File: config.mk
export PLATFORM = sky130hd
export DESIGN_NAME = datapath_exec
export DESIGN_NICKNAME = d
export VERILOG_FILES = /design/src/rtl/datapath_exec.sv
export SDC_FILE = /design/constraint.sdc
export NUM_CORES = 1
export LEC_CHECK = 0
export CAP_MARGIN = 10
export CELL_PAD_IN_SITES_DETAIL_PLACEMENT = 0
export CELL_PAD_IN_SITES_GLOBAL_PLACEMENT = 1
export CORE_ASPECT_RATIO = 0.6
export CORE_MARGIN = 5
export CORE_UTILIZATION = 42
export DETAILED_ROUTE_END_ITERATION = 16
export GPL_TIMING_DRIVEN = 0
export PLACE_DENSITY = 0.85
export SLEW_MARGIN = 20
export SYNTH_ARGS = -nofsm -noshare
export SYNTH_HDL_FRONTEND = slang
export SYNTH_SLANG_ARGS = --single-unit
File: constraint.sdc
create_clock -name clk -period 4.4 [get_ports clk]
set_clock_uncertainty 0.1 [all_clocks]
set_input_delay 0.66 -clock clk [delete_from_list [all_inputs] [get_ports clk]]
set_output_delay 0.66 -clock clk [all_outputs]
set_load 0.01 [all_outputs]
File: src/rtl/datapath_exec.sv
`default_nettype none
// =============================================================================
// datapath_exec : register file, ALU and memory sequencer of the accumulator CPU
// Rev 1.0
// =============================================================================
module datapath_exec #(
  parameter int                DWIDTH   = 16,
  parameter int                AWIDTH   = 12,
  parameter logic [AWIDTH-1:0] RESET_PC = '0
) (
  input  logic              clk,
  input  logic              reset,
  input  logic              i_fetch,
  input  logic              i_is_ind,
  input  logic              i_is_dir,
  input  logic              i_execute,
  input  logic              i_add,
  input  logic              i_load,
  input  logic              i_store,
  input  logic              i_branch,
  input  logic              i_isz,
  input  logic              i_clr_ac,
  input  logic              i_clr_e,
  input  logic              i_comp_ac,
  input  logic              i_load_ac,
  input  logic              i_cir_r,
  input  logic              i_cir_l,
  input  logic              i_inc_ac,
  input  logic              i_clr_reg,
  output logic [DWIDTH-1:0] o_ir,
  output logic              o_ex_done,
  output logic              o_busy,
  output logic              o_mem_req,
  output logic              o_mem_we,
  output logic [AWIDTH-1:0] o_mem_addr,
  output logic [DWIDTH-1:0] o_mem_wdata,
  input  logic [DWIDTH-1:0] i_mem_rdata,
  input  logic              i_mem_ack,
  output logic [DWIDTH-1:0] o_ac,
  output logic              o_e,
  output logic [AWIDTH-1:0] o_pc
);

  typedef enum logic [2:0] {
    S_IDLE   = 3'd0,
    S_FETCH  = 3'd1,
    S_IND    = 3'd2,
    S_EXEC   = 3'd3,
    S_MEM_RD = 3'd4,
    S_MEM_WR = 3'd5,
    S_DONE   = 3'd6
  } state_e;

  typedef enum logic [3:0] {
    OP_NONE    = 4'd0,
    OP_CLR_REG = 4'd1,
    OP_DIR     = 4'd2,
    OP_CLR_AC  = 4'd3,
    OP_CLR_E   = 4'd4,
    OP_COMP_AC = 4'd5,
    OP_LOAD_AC = 4'd6,
    OP_CIR_R   = 4'd7,
    OP_CIR_L   = 4'd8,
    OP_INC_AC  = 4'd9,
    OP_ADD     = 4'd10,
    OP_LOAD    = 4'd11,
    OP_STORE   = 4'd12,
    OP_BRANCH  = 4'd13,
    OP_ISZ     = 4'd14
  } op_e;

  state_e            state_q, state_d;
  op_e               op_q, op_d;
  logic [AWIDTH-1:0] pc_q, pc_d;
  logic [AWIDTH-1:0] ar_q, ar_d;
  logic [DWIDTH-1:0] ir_q, ir_d;
  logic [DWIDTH-1:0] dr_q, dr_d;
  logic [DWIDTH-1:0] ac_q, ac_d;
  logic              e_q, e_d;

  logic [11:0] strobes;
  logic        strobe_onehot;

  assign strobes = {i_add, i_load, i_store, i_branch, i_isz, i_clr_ac,
                    i_clr_e, i_comp_ac, i_load_ac, i_cir_r, i_cir_l, i_inc_ac};
  // Exactly one op strobe must be set for i_execute to do anything.
  assign strobe_onehot = (strobes != 12'd0) && ((strobes & (strobes - 12'd1)) == 12'd0);

  always_comb begin
    state_d = state_q;
    op_d    = op_q;
    pc_d    = pc_q;
    ar_d    = ar_q;
    ir_d    = ir_q;
    dr_d    = dr_q;
    ac_d    = ac_q;
    e_d     = e_q;

    case (state_q)
      S_IDLE: begin
        if (i_clr_reg) begin
          op_d    = OP_CLR_REG;
          state_d = S_EXEC;
        end else if (i_fetch) begin
          state_d = S_FETCH;
        end else if (i_is_ind) begin
          state_d = S_IND;
        end else if (i_is_dir) begin
          op_d    = OP_DIR;
          state_d = S_EXEC;
        end else if (i_execute) begin
          state_d = S_EXEC;
          op_d    = OP_NONE;
          if (strobe_onehot) begin
            if (i_add) begin
              op_d    = OP_ADD;
              state_d = S_MEM_RD;
            end else if (i_load) begin
              op_d    = OP_LOAD;
              state_d = S_MEM_RD;
            end else if (i_isz) begin
              op_d    = OP_ISZ;
              state_d = S_MEM_RD;
            end else if (i_store) begin
              op_d    = OP_STORE;
              state_d = S_MEM_WR;
            end else if (i_branch) begin
              op_d = OP_BRANCH;
            end else if (i_clr_ac) begin
              op_d = OP_CLR_AC;
            end else if (i_clr_e) begin
              op_d = OP_CLR_E;
            end else if (i_comp_ac) begin
              op_d = OP_COMP_AC;
            end else if (i_load_ac) begin
              op_d = OP_LOAD_AC;
            end else if (i_cir_r) begin
              op_d = OP_CIR_R;
            end else if (i_cir_l) begin
              op_d = OP_CIR_L;
            end else begin
              op_d = OP_INC_AC;
            end
          end
        end
      end

      S_FETCH: begin
        if (i_mem_ack) begin
          ir_d    = i_mem_rdata;
          pc_d    = pc_q + 1'b1;
          state_d = S_DONE;
        end
      end

      S_IND: begin
        if (i_mem_ack) begin
          ar_d    = i_mem_rdata[AWIDTH-1:0];
          state_d = S_DONE;
        end
      end

      S_MEM_RD: begin
        if (i_mem_ack) begin
          dr_d    = i_mem_rdata;
          state_d = S_EXEC;
        end
      end

      S_MEM_WR: begin
        if (i_mem_ack) begin
          // For isz, DR already holds the incremented value being written.
          if (op_q == OP_ISZ && dr_q == '0) begin
            pc_d = pc_q + 1'b1;
          end
          state_d = S_DONE;
        end
      end

      S_EXEC: begin
        state_d = S_DONE;
        case (op_q)
          OP_CLR_REG: begin
            ac_d = '0;
            e_d  = 1'b0;
            dr_d = '0;
            ar_d = '0;
            ir_d = '0;
          end
          OP_DIR:     ar_d = ir_q[AWIDTH-1:0];
          OP_CLR_AC:  ac_d = '0;
          OP_CLR_E:   e_d  = 1'b0;
          OP_COMP_AC: ac_d = ~ac_q;
          OP_LOAD_AC: ac_d = {{(DWIDTH-8){1'b0}}, ir_q[7:0]};
          OP_CIR_R: begin
            ac_d = {e_q, ac_q[DWIDTH-1:1]};
            e_d  = ac_q[0];
          end
          OP_CIR_L: begin
            ac_d = {ac_q[DWIDTH-2:0], e_q};
            e_d  = ac_q[DWIDTH-1];
          end
          OP_INC_AC:  ac_d = ac_q + 1'b1;
          OP_ADD:     {e_d, ac_d} = {1'b0, ac_q} + {1'b0, dr_q};
          OP_LOAD:    ac_d = dr_q;
          OP_BRANCH:  pc_d = ar_q;
          OP_ISZ: begin
            dr_d    = dr_q + 1'b1;
            state_d = S_MEM_WR;
          end
          default: ;
        endcase
      end

      S_DONE:  state_d = S_IDLE;
      default: state_d = S_IDLE;
    endcase
  end

  always_ff @(posedge clk) begin
    if (reset) begin
      state_q <= S_IDLE;
      op_q    <= OP_NONE;
      pc_q    <= RESET_PC;
      ar_q    <= '0;
      ir_q    <= '0;
      dr_q    <= '0;
      ac_q    <= '0;
      e_q     <= 1'b0;
    end else begin
      state_q <= state_d;
      op_q    <= op_d;
      pc_q    <= pc_d;
      ar_q    <= ar_d;
      ir_q    <= ir_d;
      dr_q    <= dr_d;
      ac_q    <= ac_d;
      e_q     <= e_d;
    end
  end

  // Address and write data come straight from registers that cannot change
  // while a request is outstanding, so they stay stable until ack.
  always_comb begin
    o_mem_req = (state_q == S_FETCH) || (state_q == S_IND) ||
                (state_q == S_MEM_RD) || (state_q == S_MEM_WR);
    o_mem_we  = (state_q == S_MEM_WR);
    case (state_q)
      S_FETCH: o_mem_addr = pc_q;
      S_IND:   o_mem_addr = ir_q[AWIDTH-1:0];
      default: o_mem_addr = ar_q;
    endcase
    o_mem_wdata = (op_q == OP_STORE) ? ac_q : dr_q;
  end

  assign o_ex_done = (state_q == S_DONE);
  assign o_busy    = (state_q != S_IDLE);
  assign o_ir      = ir_q;
  assign o_ac      = ac_q;
  assign o_e       = e_q;
  assign o_pc      = pc_q;

endmodule
`default_nettype wire

==> summary.txt <==
Layout
  • Footprint of the multi-input gates: 0.00461 mm^2
  • Fill cells: 1,557
  • Sequential cell area: 0.00160 mm^2
  • Layout cells sized above 1: 0.0483
  • Nets@finish: 1,129
  • P&R area growth vs syn: 25.2%
  • Ant diodes: 0

Critical path
  • Critical path class: flop to output pin
  • Signal arrival time at the worst endpoint: 3.23 ns
  • Path depth of the worst reg2reg path: 7
  • CP startpoint kind: flop
  • RR Startpoint: state_q[0]
  • R2r setup slk: 1.47 ns
  • CP peak stage delay: 0.58 ns
  • Worst-path fanout max: 10
  • Reg2reg end: ar_q[1]
  • CP required: 3.64 ns
  • Most frequent CP cell: clkbuf_1
  • Slowest cell on crit path: clkdlybuf4s50_1
  • Crit-path cells: clkbuf_1 > clkbuf_1 > nor2b_1 > o21bai_1 > clkbuf_1 > nand2_1 > o21ai_0 > clkdlybuf4s50_1
  • Setup crit end kind: output pin

Timing
  • Final Critical Period: 3.99 ns
  • Final setup fails: 0
  • F_max: 251 MHz
  • Final Max Slew Viols: 0
  • RSZ-0062 raised after global routing: no
  • Fin. Hold Viols: 0
  • Worst Tran Pin Value: 0.942 ns
  • Post-route setup TNS: 0 ns
  • Slew margin rel.: 0.366
  • Fin crit share: 0.907
  • Tightest hold margin: 0.359 ns

Status
  • Status: complete, no violations

Global routing
  • Largest net degree at the start of global routing: 16
  • Wire length of the first global-routing pass: 42,100 um
  • Vias in the first global route: 7,013
  • Gr usage total: 0.294
  • Initial antenna violation count: 0
  • GR Overflow Total: 0

Clocking
  • Clock buffer depth: 2
  • Clk_lat worst skew: 0.35 ns
  • Htree depth: 3
  • Num CTS Buffers: 9
  • Post CTS Setup Buffer Count: 0
  • TritonCTS clock tree: yes
  • CTS sink cnt: 80
  • CTS root buf: clkbuf_16
  • Worst-path clk slew: 0.07 ns
  • PostCTS Resize Cnt: 0
  • Cts hold-fix bufs: 0

Synthesis
  • Post-synthesis mux area share: 0.0266
  • Syn Nets: 1,007
  • Cell taking the most area after synthesis: dfxtp_1
  • Synth Flop Type: dfxtp_1
  • Part of the Yosys area used for sequential elements: 0.243
  • Ys Warns: 0
  • Synth top area cells: dfxtp_1 (24%), nand2_1 (8.2%), a21oi_1 (7.1%)
  • Post-Synth Adder-Cell Area: 0.0426
  • Yosys reg bits: 80
  • Cell variety after synth: 77
  • Synth Area in Simple Gates: 0.279
  • Post-synth ARST share: 0
  • Mapped Cells: 950
  • Cell area after synthesis: 0.00658 mm^2
  • Largest family of logic cells by synthesized area: compound AO/OA/AOI/OAI gates
  • EDFF count, synth: 0
  • Avg Cell Area, Syn: 6.93 um^2
  • Post-synth top area share: 0.243
  • Synth Area in Compound Gates: 0.334
  • Xor-xnor portion of the synthesized cell area: 0.0173

Drt
  • DRT antenna net count: 0
  • Via Count: 8,098
  • Pre-antenna DRT Iters: 5
  • WL final: 27,700 um
  • Iter 0 DRT Violations: 1,031
  • Number of vias per cell: 6.33
  • Drc violations: 0
  • Drt wl/cell: 21.6 um

Flow run
  • Number of max-cap violations: 0

Die
  • FP Rows: 35
  • Die X: 172 um
  • I/O pins: 113
  • Initial Util: 0.428
  • Core area: 0.0154 mm^2
  • Die area: 0.0184 mm^2
  • Die height: 107 um

Min path
  • Hold-critical path depth: 2
  • HP Class: flop to flop
  • Hold_sp: o_ir[15]
  • Hold EP: o_ir[15]

Pwr
  • Worst VDD drop: 0.181 mV
  • Pwr dens: 283 mW/mm^2
  • Leak: 0.00279 uW

Placed design
  • IO buf count: 111
  • Dpl hpwl: 21,500 um
  • GP Congestion: 1.01
==> cell type report <==
| type | instances | share of cell area |
|---|---|---|
| multi-input cells | 774 | 0.559 |
| flip-flops and latches | 80 | 0.194 |
| repair buffers | 111 | 0.135 |
| plain buffers | 79 | 0.0378 |
| well taps | 203 | 0.0308 |
| clock buffers | 10 | 0.0290 |
| inverters | 17 | 0.00774 |
| clock inverters | 6 | 0.00607 |
==> through the flow <==
stage | worst slack [ns] | area, um^2 | utilization | power (uW) | cells
final | 0.411 | 8240 | 0.536 | 2340 | 1280
after global routing | 0.218 | 8240 | 0.536 | 2420 | 1280
after CTS | 0.495 | 8240 | 0.536 | 2310 | 1280
after detailed placement | 0.890 | 7950 | 0.517 | 1560 | 1264
after global placement | 0.872 | 7950 | 0.517 | 1560 | 1264
after floorplan | 1.88 | 6580 | - | 1240 | 950
==> report_power, final <==
group	internal (uW)	leakage (uW)	switching, uW
Sequential	774	0.000648	61.4
Clock	405	0.000136	359
Combinational	283	0.00200	453
==> metal layers <==
| layer | GRT usage | part of all wire |
|---|---|---|
| met5 | 0 | 0 |
| met4 | 0.0458 | 0.011 |
| met3 | 0.106 | 0.14 |
| met2 | 0.352 | 0.36 |
| met1 | 0.484 | 0.49 |
==> Yosys cell counts, drive strengths merged, types with 5 or more instances <==
master	n
a311oi	9
a22o	9
clkbuf	64
o22ai	12
nor3b	7
o21ai	91
and2	11
a211oi	8
o31ai	12
a21oi	95
and3	8
nor3	18
nor2b	9
buf	15
dfxtp	80
nand3	37
inv	17
a221oi	13
ha	20
xor2	5
nand2	143
a31oi	11
or3	10
xnor2	8
nand4	6
nand2b	13
nor2	86
mux2	12
nor4	10
a22oi	26
a21o	9
==> how the worst max path moves through the flow <==
stage	start	end	slack, ns
floorplan	state_q[0]	o_mem_addr[0]	1.88
global placement	state_q[0]	o_mem_addr[4]	0.87
detailed placement	state_q[0]	o_mem_addr[10]	0.89
CTS	state_q[0]	o_mem_addr[10]	0.49
global route	state_q[0]	o_mem_addr[10]	0.22
finish	state_q[0]	o_mem_addr[10]	0.41
==> cells in the final DEF, fill, tap and decap left out, types with 10 or more instances in the layout <==
cell and instances:
and2_1 11, mux2_2 12, clkbuf_1 63, inv_1 17, nor2_1 85, a22oi_1 26, a221oi_1 13, o31ai_1 12
ha_1 20, nand2_1 143, a21oi_1 94, clkdlybuf4s50_1 111, o22ai_1 12, o21ai_0 91, dfxtp_1 80, nand3_1 37
buf_2 11, nor3_1 17, a31oi_1 11, nand2b_1 13, or3_1 10
==> state kept, by name, summed over array words and instances, names as in the netlist <==
signal and flops:
dr_q 16, op_q 4, o_ir 16, ar_q 12, o_ac 16, o_e 1
state_q 3, o_pc 12
==> logic make-up after synthesis <==
family | Yosys count
fa+ha+maj | 22
compound gates | 342
simple gates | 381
buf+inv | 96
flops | 80
mux | 16
xor+xnor | 13
==> worst max-delay path: cells and delay by family (launching register included) <==
| family | cells | cell delay [ns] |
|---|---|---|
| DFF | 1 | 0.31 |
| buffers and inverters | 4 | 1.81 |
| and+or+nand+nor | 2 | 0.36 |
| AOI/OAI and AO/OA | 2 | 0.40 |
(Power assumes the default switching activity.)
==> RTL change: new RTL, config.mk and constraints unchanged <==
Remove the case item `OP_ADD` of the case on `op_q`.
--- a/src/rtl/datapath_exec.sv
+++ b/src/rtl/datapath_exec.sv
@@ -201,7 +201,6 @@
             e_d  = ac_q[DWIDTH-1];
           end
           OP_INC_AC:  ac_d = ac_q + 1'b1;
-          OP_ADD:     {e_d, ac_d} = {1'b0, ac_q} + {1'b0, dr_q};
           OP_LOAD:    ac_d = dr_q;
           OP_BRANCH:  pc_d = ar_q;
           OP_ISZ: begin
Function: changed (Yosys sat finds a counterexample within 4 cycles, from zero or initial values and one cycle with reset high).
==> RTL change against the original RTL <==
Wire length decreased by 16%. Critical path depth decreased by 2. Final area down 13%. Synthesized cell count is 20% lower. Sequential power grew 14%. Clock power is 2% lower. Area after synthesis decreased by 16%. Worst setup slack gained 0.033 ns. Sequential cell count unchanged. Total power increased by 36%. Critical path type unchanged.
==> RTL change: results (changes against the original RTL) <==
{
  "power_sequential": {"value": 955, "unit": "µW", "change": "was 836 µW"},
  "synth.cells.most_frequent": {"value": "93 x nor2_1, 80 x dfxtp_1, 69 x nand2_1", "change": "was 143 x nand2_1, 94 x a21oi_1, 91 x o21ai_0"},
  "detail_route.wirelength.met1": {"value": 10870, "unit": "µm", "change": "was 13,540 µm"},
  "proportion_of_cell_area_occupied_by_multi_input_gates": {"value": 0.5033, "change": "was 0.5594"},
  "num-multi-input-gates": {"value": 590, "change": "was 774"},
  "post-place-ws": {"value": 0.6510, "unit": "ns", "change": "was 0.8897 ns"},
  "dpl.hpwl": {"value": 17600, "unit": "µm", "change": "was 21,490 µm"},
  "routed-wl-met3": {"value": 3062, "unit": "µm", "change": "was 3868 µm"},
  "clk_share": {"value": 0.03999, "change": "was 0.03507"},
  "vdd_drop_max": {"value": 248.2, "unit": "µV", "change": "was 180.6 µV"},
  "route.final.wire_length": {"value": 23310, "unit": "µm", "change": "was 27,660 µm"},
  "routed-via-count": {"value": 6894, "change": "was 8,098"},
  "cpPeakStageDelay": {"value": 0.56, "unit": "ns", "change": "was 0.58 ns"},
  "outcome": {"value": "completed", "change": "unchanged"},
  "worst-slew-pin-transition": {"value": 0.9227, "unit": "ns", "change": "was 0.9423 ns"},
  "final.clkbuf_count": {"value": 9, "change": "was 10"},
  "clock_power": {"value": 751, "unit": "µW", "change": "was 764 µW"},
  "synth_cell_types": {"value": 63, "change": "was 77"},
  "crit_arrival": {"value": 3.20, "unit": "ns", "change": "was 3.23 ns"},
  "detailedRoute.firstIterationViolations": {"value": 933, "change": "was 1,031"},
  "routed_via_density": {"value": 6.535, "change": "was 6.327"},
  "grt_pass1_vias": {"value": 6291, "change": "was 7,013"},
  "largest_net_degree_at_the_start_of_global_routing": {"value": 17, "change": "was 16"},
  "drive_gt1_frac": {"value": 0.05198, "change": "was 0.04828"},
  "non_clock_buffer_count": {"value": 182, "change": "was 190"},
  "numSequentialCells": {"value": 80, "change": "unchanged"},
  "first_pass_iters": {"value": 6, "change": "was 5"},
  "post_dp_cell_area": {"value": 0.006849, "unit": "mm²", "change": "was 0.007953 mm²"},
  "power.switching_fraction": {"value": 0.4151, "change": "was 0.3739"},
  "place_congestion": {"value": 0.9380, "change": "was 1.005"},
  "place_inst": {"value": 1039, "change": "was 1,264"},
  "synth-seq-area-share": {"value": 0.2904, "change": "was 0.2433"},
  "buf_share": {"value": 0.1934, "change": "was 0.1726"},
  "multiInputGateArea": {"value": 0.003591, "unit": "mm²", "change": "was 0.004611 mm²"},
  "grt_usage": {"value": 0.2886, "change": "was 0.2942"},
  "syn-num-nets": {"value": 797, "change": "was 1,007"},
  "core": {"value": 0.01285, "unit": "mm²", "change": "was 0.01537 mm²"},
  "clock_power_share": {"value": 0.237, "change": "was 0.327"}
}
## RTL change: final timing paths
kind | depth (start not counted) | end | slack [ns] | from
min reg2reg | 2 | o_ir[12] | 0.41 | o_ir[12]
max | 6 | o_mem_wdata[7] | 0.44 | op_q[2]
min | 2 | o_ir[12] | 0.41 | o_ir[12]
max reg2reg | 9 | o_ac[0] | 1.08 | op_q[0]
## RTL change: routing by layer
layer / up-vias / GRT usage
li1: 3142 / -
met1: 3264 / 0.4463
met2: 459 / 0.3854
met3: 29 / 0.09522
met4: 0 / 0.05288
met5: - / 0.006349
## RTL change: logic make-up (layout without fill, tap and decap cells)
group | Yosys count | after routing | synth area share
AOI/OAI and AO/OA | 290 | 290 | 0.3635
xor gates and xnor gates | 7 | 7 | 0.01112
adders and majority gates | 4 | 4 | 0.009077
buffers and inverters | 87 | 215 | 0.05945
DFF | 80 | 80 | 0.2904
muxes | 14 | 14 | 0.02836
and+or+nand+nor | 275 | 275 | 0.2380
